--- src/rtl/pipe_defs.sv ---
// Shared encodings for the execute stage: ALU ops, mul/div ops and the EX/MEM bundle.
package pipe_defs;

  localparam logic [3:0] ALUC_ADD  = 4'd0;
  localparam logic [3:0] ALUC_SUB  = 4'd1;
  localparam logic [3:0] ALUC_AND  = 4'd2;
  localparam logic [3:0] ALUC_OR   = 4'd3;
  localparam logic [3:0] ALUC_XOR  = 4'd4;
  localparam logic [3:0] ALUC_LUI  = 4'd5;
  localparam logic [3:0] ALUC_SLL  = 4'd6;
  localparam logic [3:0] ALUC_SRL  = 4'd7;
  localparam logic [3:0] ALUC_SRA  = 4'd8;
  localparam logic [3:0] ALUC_SLT  = 4'd9;
  localparam logic [3:0] ALUC_SLTU = 4'd10;
  localparam logic [3:0] ALUC_NOR  = 4'd11;

  localparam logic [2:0] MDOP_NONE  = 3'd0;
  localparam logic [2:0] MDOP_MULT  = 3'd1;
  localparam logic [2:0] MDOP_MULTU = 3'd2;
  localparam logic [2:0] MDOP_DIV   = 3'd3;
  localparam logic [2:0] MDOP_DIVU  = 3'd4;
  localparam logic [2:0] MDOP_MFHI  = 3'd5;
  localparam logic [2:0] MDOP_MFLO  = 3'd6;

  typedef struct packed {
    logic        wreg;
    logic        m2reg;
    logic        wmem;
    logic [4:0]  wn;
    logic [31:0] alu_result;
    logic [31:0] di;
  } ex_mem_t;

  localparam ex_mem_t EX_MEM_BUBBLE = '0;

  function automatic logic is_md_start(input logic [2:0] op);
    return (op >= MDOP_MULT) && (op <= MDOP_DIVU);
  endfunction

  // Anything that either occupies the MDU or reads HI/LO.
  function automatic logic is_md_dep(input logic [2:0] op);
    return (op >= MDOP_MULT) && (op <= MDOP_MFLO);
  endfunction

endpackage

--- src/rtl/ex_muldiv.sv ---
// Iterative multiply/divide unit: shift-add multiply, restoring divide, sign fix-up at the end.
// state | meaning:  ST_IDLE | waiting for start, HI/LO stable;  ST_BUSY | one iteration per cycle
module ex_muldiv
  import pipe_defs::*;
#(
  parameter int MD_CYCLES = 32
) (
  input  logic        clk,
  input  logic        rst,
  input  logic        start,
  input  logic [2:0]  op,
  input  logic [31:0] a,
  input  logic [31:0] b,
  output logic        busy,
  output logic [31:0] hi,
  output logic [31:0] lo
);

  localparam int CW = (MD_CYCLES > 1) ? $clog2(MD_CYCLES) : 1;
  localparam logic [CW-1:0] LAST = CW'(MD_CYCLES - 1);

  localparam logic [0:0] ST_IDLE = 1'b0;
  localparam logic [0:0] ST_BUSY = 1'b1;

  logic [0:0]    state;
  logic [CW-1:0] count;
  logic [31:0]   hi_acc, lo_acc, mcand, a_raw;
  logic          is_div, neg_q, neg_r, div_zero;

  logic          signed_op;
  logic [31:0]   abs_a, abs_b;
  logic [32:0]   mul_sum, div_shift, div_diff;
  logic [31:0]   hi_step, lo_step, hi_fin, lo_fin;
  logic [63:0]   prod, prod_s;

  assign busy      = (state == ST_BUSY);
  assign signed_op = (op == MDOP_MULT) || (op == MDOP_DIV);
  assign abs_a     = (signed_op && a[31]) ? -a : a;
  assign abs_b     = (signed_op && b[31]) ? -b : b;

  always_comb begin
    mul_sum   = lo_acc[0] ? ({1'b0, hi_acc} + {1'b0, mcand}) : {1'b0, hi_acc};
    div_shift = {hi_acc, lo_acc[31]};
    div_diff  = div_shift - {1'b0, mcand};
    hi_step   = mul_sum[32:1];
    lo_step   = {mul_sum[0], lo_acc[31:1]};
    if (is_div) begin
      if (!div_diff[32]) begin
        hi_step = div_diff[31:0];
        lo_step = {lo_acc[30:0], 1'b1};
      end else begin
        hi_step = div_shift[31:0];
        lo_step = {lo_acc[30:0], 1'b0};
      end
    end
  end

  // Final step result with sign correction; divide-by-zero bypasses the datapath.
  always_comb begin
    prod   = {hi_step, lo_step};
    prod_s = neg_q ? -prod : prod;
    hi_fin = prod_s[63:32];
    lo_fin = prod_s[31:0];
    if (is_div) begin
      if (div_zero) begin
        hi_fin = a_raw;
        lo_fin = 32'hFFFF_FFFF;
      end else begin
        hi_fin = neg_r ? -hi_step : hi_step;
        lo_fin = neg_q ? -lo_step : lo_step;
      end
    end
  end

  always_ff @(posedge clk) begin
    if (rst) begin
      state    <= ST_IDLE;
      count    <= '0;
      hi       <= '0;
      lo       <= '0;
      hi_acc   <= '0;
      lo_acc   <= '0;
      mcand    <= '0;
      a_raw    <= '0;
      is_div   <= 1'b0;
      neg_q    <= 1'b0;
      neg_r    <= 1'b0;
      div_zero <= 1'b0;
    end else if (state == ST_IDLE) begin
      if (start) begin
        state    <= ST_BUSY;
        count    <= '0;
        hi_acc   <= '0;
        lo_acc   <= abs_a;
        mcand    <= abs_b;
        a_raw    <= a;
        is_div   <= (op == MDOP_DIV) || (op == MDOP_DIVU);
        neg_q    <= signed_op && (a[31] ^ b[31]);
        neg_r    <= signed_op && a[31];
        div_zero <= (b == 32'd0);
      end
    end else begin
      hi_acc <= hi_step;
      lo_acc <= lo_step;
      if (count == LAST) begin
        hi    <= hi_fin;
        lo    <= lo_fin;
        state <= ST_IDLE;
      end else begin
        count <= count + 1'b1;
      end
    end
  end

endmodule

--- src/rtl/pipe_ex.sv ---
// Execute stage: single-cycle ALU, iterative MDU with HI/LO, and the EX/MEM pipeline register.
module pipe_ex
  import pipe_defs::*;
#(
  parameter int MD_CYCLES = 32
) (
  input  logic        clk,
  input  logic        rst,
  input  logic        EXwreg,
  input  logic        EXm2reg,
  input  logic        EXwmem,
  input  logic [4:0]  EXwn,
  input  logic [3:0]  EXaluc,
  input  logic        EXaluimm,
  input  logic        EXshift,
  input  logic [2:0]  EXmdop,
  input  logic [31:0] EXa,
  input  logic [31:0] EXb,
  input  logic [31:0] EXimm,
  output logic        EXstall,
  output logic        MEMwreg,
  output logic        MEMm2reg,
  output logic        MEMwmem,
  output logic [4:0]  MEMwn,
  output logic [31:0] MEMaluResult,
  output logic [31:0] MEMdi
);

  logic [31:0] op_a, op_b, alu_y, ex_result;
  logic        md_busy, md_start;
  logic [31:0] md_hi, md_lo;
  ex_mem_t     ex_mem_d, ex_mem_q;

  assign op_a = EXshift ? {27'b0, EXimm[10:6]} : EXa;
  assign op_b = EXaluimm ? EXimm : EXb;

  always_comb begin
    alu_y = '0;
    case (EXaluc)
      ALUC_ADD:  alu_y = op_a + op_b;
      ALUC_SUB:  alu_y = op_a - op_b;
      ALUC_AND:  alu_y = op_a & op_b;
      ALUC_OR:   alu_y = op_a | op_b;
      ALUC_XOR:  alu_y = op_a ^ op_b;
      ALUC_LUI:  alu_y = {op_b[15:0], 16'b0};
      ALUC_SLL:  alu_y = op_b << op_a[4:0];
      ALUC_SRL:  alu_y = op_b >> op_a[4:0];
      ALUC_SRA:  alu_y = $unsigned($signed(op_b) >>> op_a[4:0]);
      ALUC_SLT:  alu_y = {31'b0, $signed(op_a) < $signed(op_b)};
      ALUC_SLTU: alu_y = {31'b0, op_a < op_b};
      ALUC_NOR:  alu_y = ~(op_a | op_b);
      default:   alu_y = '0;
    endcase
  end

  // Only dependents of the MDU wait; independent ALU ops flow while it iterates.
  assign EXstall  = md_busy && is_md_dep(EXmdop);
  assign md_start = is_md_start(EXmdop) && !EXstall;

  ex_muldiv #(.MD_CYCLES(MD_CYCLES)) u_muldiv (
    .clk   (clk),
    .rst   (rst),
    .start (md_start),
    .op    (EXmdop),
    .a     (EXa),
    .b     (EXb),
    .busy  (md_busy),
    .hi    (md_hi),
    .lo    (md_lo)
  );

  always_comb begin
    ex_result = alu_y;
    if (EXmdop == MDOP_MFHI) ex_result = md_hi;
    else if (EXmdop == MDOP_MFLO) ex_result = md_lo;
  end

  always_comb begin
    ex_mem_d.wreg       = EXwreg;
    ex_mem_d.m2reg      = EXm2reg;
    ex_mem_d.wmem       = EXwmem;
    ex_mem_d.wn         = EXwn;
    ex_mem_d.alu_result = ex_result;
    ex_mem_d.di         = EXb;
  end

  always_ff @(posedge clk) begin
    if (rst || EXstall) ex_mem_q <= EX_MEM_BUBBLE;
    else                ex_mem_q <= ex_mem_d;
  end

  assign MEMwreg      = ex_mem_q.wreg;
  assign MEMm2reg     = ex_mem_q.m2reg;
  assign MEMwmem      = ex_mem_q.wmem;
  assign MEMwn        = ex_mem_q.wn;
  assign MEMaluResult = ex_mem_q.alu_result;
  assign MEMdi        = ex_mem_q.di;

endmodule

--- config.mk ---
export PLATFORM = sky130hd
export DESIGN_NAME = pipe_ex
export DESIGN_NICKNAME = d
export VERILOG_FILES = /design/src/rtl/pipe_defs.sv /design/src/rtl/ex_muldiv.sv /design/src/rtl/pipe_ex.sv
export SDC_FILE = /design/constraint.sdc
export NUM_CORES = 2
export LEC_CHECK = 0
export CORE_MARGIN = 10
export CORE_UTILIZATION = 45
export CTS_CLUSTER_SIZE = 10
export DETAILED_ROUTE_END_ITERATION = 8
export PLACE_DENSITY = 0.62
export SYNTH_ARGS = -nofsm -noshare
export SYNTH_HDL_FRONTEND = slang
export SYNTH_SLANG_ARGS = --single-unit
--- constraint.sdc ---
create_clock -name clk -period 9.49 [get_ports clk]
set_input_delay 1.898 -clock clk [delete_from_list [all_inputs] [get_ports clk]]
set_output_delay 1.898 -clock clk [all_outputs]
set_load 0.005 [all_outputs]
## Yosys cells after proc, flatten, opt, wreduce, memory -nomap -nowiden

Cells that the tools add are included.

- Add/subtract/negate cells: 10
- $mul: 0
- Divide/modulo/power cells: 0
- $lt $le $gt $ge: 5
- Equal/unequal tests: 18
- Shift-type cells: 3
- Mux-type cells: 29
- Bitwise operators: 6
- Reductions and logical operators: 17

Operators with widths:

| cell | count |
|---|---|
| $mux W32 | 19 |
| $pmux W32 S12 | 1 |
| $neg A32 Y32 | 4 |
| $lt A32 B32 Y1 | 2 |
| $mux W64 | 1 |
| $neg A64 Y64 | 1 |
| $add A32 B32 Y33 | 1 |
| $mux W33 | 1 |
| $sub A33 B32 Y33 | 1 |
| $add A32 B32 Y32 | 1 |
| $and A32 B32 Y32 | 1 |
| $logic_not A32 Y1 | 1 |
| $not A32 Y32 | 1 |
| $or A32 B32 Y32 | 1 |
| $shl A32 B5 Y32 | 1 |
| $shr A32 B5 Y32 | 1 |
| $sshr A32 B5 Y32 | 1 |
| $sub A32 B32 Y32 | 1 |
| $xor A32 B32 Y32 | 1 |
| $eq A4 B3 Y1 const B | 4 |
| $eq A4 B4 Y1 const B | 4 |
| $mux W5 | 3 |
| $eq A3 B3 Y1 const B | 3 |
| $eq A4 B2 Y1 const B | 2 |
| 17 further kinds | 31 |

- Register bits after elaboration: 274
- Latch bits: 0
- Memory bits (writable): 0
- Memory bits (read-only): 0
- Input bits: 115
- Output and inout port bits: 73
- Word-level logic and storage cells: 106
- Memories: 0

## Depth between registers and ports, before layout

- Word-level depth: 7
- Mapped depth: 23
- Gate-level depth less buffers: 22

## Cells and area by module

A second synthesis with hierarchy kept.

- Cell total of the unflattened synthesis: 4156
- Area total of the unflattened synthesis: 29518.3 um^2

By module, submodules not included:

| module | times used | cells an instance | area each (um^2) | sequential area each (um^2) |
|---|---|---|---|---|
| ex_muldiv | 1 | 2381 | 17068.9 | 4043.9 |
| pipe_ex | 1 | 1775 | 12449.4 | 1441.4 |

## Worst setup path after synthesis

No wires, ideal clock.

- Path type: input port to flip-flop
- Start point: input port EXshift
- End point: register ex_mem_q, in the netlist MEMaluResult[30]
- Setup time: 0.114 ns
- Arrival: 7.089 ns
- Setup slack: 2.286 ns
- Stages on the path: 23
- Path buffers: 5
- Cell sequence: clkbuf_1 > mux2i_1 > clkbuf_1 > clkbuf_1 > clkbuf_1 > buf_1 > ha_1 > inv_1 > fa_1 > nand2b_1 > a21oi_1 > o21a_1 > o2111ai_1 > a211oi_1 > o21ai_0 > a31oi_1 > a31o_2 > a2111oi_0 > o31ai_1 > mux2i_1 > o21ai_0 > a21oi_1 > a2111oi_0

- Word-level cells in the longest chain between the ends: 6
- Elaborated cells between the ends (all ways): 13
- Those cells by class: add/sub: 2; shift: 3; mux: 4; bitwise: 4

RTL lines:

| element | line | source |
|---|---|---|
| start, declared | pipe_ex.sv:15 | `input logic EXshift,` |
| $mux W32 * | pipe_ex.sv:34 | `assign op_a = EXshift ? {27'b0, EXimm[10:6]} : EXa;` |
| parallel branches: the longest is 2 deep, another holds $sub A32 B32 Y32 | n/a |  |
| $pmux W32 S12 * | pipe_ex.sv:39 | `case (EXaluc)` |
| $mux W32 * | pipe_ex.sv:75 | `else if (EXmdop == MDOP_MFLO) ex_result = md_lo;` |
| $mux W32 * | pipe_ex.sv:74 | `if (EXmdop == MDOP_MFHI) ex_result = md_hi;` |
| end signal, assigned | pipe_ex.sv:89 | `else ex_mem_q <= ex_mem_d;` |
| end, declared | pipe_ex.sv:32 | `ex_mem_t ex_mem_d, ex_mem_q;` |

Mark *: on every way between the ends.
A chain may end at the register's enable or synchronous reset.

## Final worst setup path

- Start point: input port EXaluimm
- End point: register ex_mem_q, in the netlist MEMaluResult[31]

- Word-level cells in the longest chain between the ends: 6
- Elaborated cells between the ends (all ways): 13
- Those cells by class: add/sub: 2; shift: 3; mux: 4; bitwise: 4

RTL lines:

| element | line | source |
|---|---|---|
| start, declared | pipe_ex.sv:14 | `input logic EXaluimm,` |
| $mux W32 * | pipe_ex.sv:35 | `assign op_b = EXaluimm ? EXimm : EXb;` |
| parallel branches: the longest is 2 deep, another holds $sub A32 B32 Y32 | n/a |  |
| $pmux W32 S12 * | pipe_ex.sv:39 |  |
| $mux W32 * | pipe_ex.sv:75 |  |
| $mux W32 * | pipe_ex.sv:74 |  |

Marked as above.

==> impl_metrics.yaml <==
status:
  status: "complete, no violations"
clock_network:
  cts.htree.levels: 2
  clockRootBuffer: "clkbuf_16"
  clock_path_buffers: 3
  holdBufCountCts: 0
  post_cts_buffers: 0
  cts_tree: "built"
  cts.clk_slew.worst_paths_ps: 60
  cts_resized: 0
  cts_sinks: 274
  cts_buffers: 37
  clk_latency_ps: 580
detailed_routing:
  drc_errors: 0
  routed_wirelength_um: 133000
  vias_per_cell: 6.64
  post_drt_wl_per_cell_um: 27.3
  num_vias: 32300
  first_pass_iters: 7
  ant_nets: 0
  drt-initial-drc-count: 4676
synthesis:
  synthDistinctLibCells: 101
  synth_area_per_cell_sq_um: 6.88
  synth_edf_count: 0
  ys_seq_area_frac: 0.197
  synth-seq-cells: 274
  syn_nets: 4324
  netlist_area_sq_um: 27800
  async_flop_share: 0
  syn_inst: 4039
  yosysWarnings: 0
  synth-main-ff-cell: "dfxtp_1"
power:
  p_seq_frac: 0.284
  p_comb_frac: 0.419
  powerDensity_nw_per_um2: 145
  p_sw_uw: 1920
  p_leak_uw: 0.0121
  p_clk_frac: 0.298
  switching_share: 0.423
  intPower_uw: 2620
  peakVddDrop_uv: 141
  total_power_uw: 4540
run:
  maxCapViolations: 0
floorplanning:
  start_util: 0.453
  num_rows: 91
  die_y_um: 268
  ios: 188
  dieArea_sq_um: 72100
  coreArea_sq_um: 61400
  die_w_um: 268
critical_path:
  cp_max_fo: 23
  cp_data_arrival_time_ps: 7610
  critPathKind: "in -> reg"
  startpoint_type: "input port"
  end_kind: "flip-flop"
  worstPathRequired_ps: 9950
timing:
  report.final.slew_viol_count: 0
  slew_headroom: 0.112
  period_share: 0.753
  fmax_mhz: 140
  hold_violations: 0
  rsz0062_at_grt: "false"
  setup_tns_ps: 0
  tightestPinTransition_ps: 1300
  finalCriticalPeriod_ps: 7150
  setup_viol: 0
  clock_skew_ps: 44.3
global_route:
  grt_pass1_vias: 28900
  grt_max_degree: 114
  grt-ovfl-total: 0
  grt_pass1_wl_um: 193000
  grt_use_total: 0.353
  antenna_found_initial: 8
final_layout:
  multiInputGateArea_sq_um: 20700
  regArea_sq_um: 5490
  drive_above_1_share: 0.0525
  fin_nets: 4343
  fillers: 6233
  area_delta_synth_final_pct: 12.8
placed_design:
  dp_hpwl_um: 101000
  gp_congestion: 1.11
  numPortBuffers: 187
min_path:
  hp-class: "reg -> reg"
power by group through the flow:
| stage | Clock, uW | Combinational (uW) | Sequential, uW |
|---|---|---|---|
| detailed placement | 0 | 1810 | 1310 |
| global placement | 0 | 1820 | 1310 |
| finish | 1350 | 1900 | 1290 |
| global route | 1400 | 2030 | 1290 |
| floorplan | 0 | 1220 | 1280 |
| CTS | 1360 | 1820 | 1290 |
state kept, by name, summed over array words and instances (netlist names):
name               flops
u_muldiv.hi_acc       32
u_muldiv.neg_q         1
u_muldiv.hi           32
u_muldiv.lo_acc       32
u_muldiv.mcand        32
u_muldiv.lo           32
u_muldiv.a_raw        32
u_muldiv.div_zero      1
MEMwreg                1
u_muldiv.count         5
u_muldiv.neg_r         1
MEMwmem                1
u_muldiv.busy          1
u_muldiv.is_div        1
MEMdi                 32
MEMwn                  5
MEMm2reg               1
MEMaluResult          32
worst paths after layout:
| check | end | slack, ps | cells after the start | from |
|---|---|---|---|---|
| setup / recovery | MEMaluResult[31]$_SDFF_PP0_ | 2340 | 16 | EXaluimm |
| hold / removal | u_muldiv.a_raw[3]$_SDFFE_PP0P_ | 460 | 2 | u_muldiv.a_raw[3]$_SDFFE_PP0P_ |
| setup reg to reg | u_muldiv.hi[24]$_SDFFE_PP0P_ | 2980 | 23 | u_muldiv.lo_acc[31]$_SDFFE_PP0P_ |
| hold reg to reg | u_muldiv.a_raw[3]$_SDFFE_PP0P_ | 460 | 2 | u_muldiv.a_raw[3]$_SDFFE_PP0P_ |
cell usage in the layout (no fill, tap or decap), drive strengths merged, types with 20 or more instances in the layout:
cell / n
o21bai: 27
and2: 54
o22ai: 50
a31oi: 55
clkdlybuf4s50: 184
clkbuf: 47
o21ai: 286
buf: 71
o221ai: 21
nand2b: 35
nor4: 33
or2: 20
nor3: 103
xnor2: 107
nor2b: 41
o21a: 20
ha: 166
a21o: 57
a22oi: 23
o211ai: 45
a2111oi: 27
a311oi: 25
a221oi: 44
xor2: 72
o31ai: 34
mux2: 21
nand4: 24
nand3: 83
dfxtp: 274
or3: 31
nor2: 519
a21oi: 420
and3: 36
mux2i: 97
inv: 174
a211oi: 125
nand2: 446
kinds of logic after synthesis:
logic type / share of synthesized area
AND/OR/NAND/NOR: 0.236
buffers and inverters: 0.0630
XOR/XNOR: 0.0564
AO/OA/AOI/OAI: 0.326
multiplexers: 0.0435
adder cells (fa/ha/maj): 0.0776
flip-flops: 0.197
metrics by stage:
step	std cells	area (sq um)	worst slack, ps	hold slack (ps)	utilization
floorplan	4039	27800	2290	421	-
global route	4863	31300	1990	476	0.510
CTS	4862	31300	2620	454	0.510
detailed placement	4808	30200	2030	447	0.492
finish	4865	31300	2340	455	0.510
global placement	4808	30200	2090	443	0.492
cell usage after synthesis, types with 40 or more instances:
cell	n	share of area
nand2_1	445	0.060
o21ai_0	278	0.050
a21o_1	57	0.015
nor2b_1	41	0.0092
ha_1	166	0.075
a31oi_1	55	0.012
a221oi_1	43	0.014
mux2i_1	97	0.035
o211ai_1	45	0.012
and2_1	53	0.012
a21oi_1	417	0.075
dfxtp_1	274	0.20
xnor2_1	107	0.034
o22ai_1	50	0.011
nand3_1	82	0.015
a211oi_1	124	0.034
buf_1	40	0.0054
inv_1	171	0.023
clkbuf_1	220	0.030
xor2_1	72	0.023
nor3_1	100	0.018
nor2_1	519	0.070
critical path, stage by stage:
cell       delay [ps]
buf_2             590
buf_4             330
mux2i_1          1040
inv_1             530
ha_1              390
o21bai_1          230
o21bai_1          190
o21bai_1          190
a21oi_1           440
a21oi_1           200
a221oi_1          700
nor3_1            100
o22ai_1           180
xnor2_1           140
a21oi_1            80
a2111oi_0         330
routing by layer:
metal / global-route usage / vias to the layer above / part of all wire
li1: - / 14700 / -
met3: 0.103 / 295 / 0.13
met5: 0 / - / 0.00050
met4: 0.153 / 10 / 0.050
met1: 0.487 / 15300 / 0.42
met2: 0.499 / 1983 / 0.40
area by class of cell:
type	count	share of cell area
timing repair buffer	256	0.0763
multi-input combinational	3314	0.660
antenna	2	0.000160
tap	790	0.0316
clock buffer	46	0.0319
clock inverter	8	0.00391
inverter	175	0.0210
sequential	274	0.175
(Power assumes the default switching activity.)
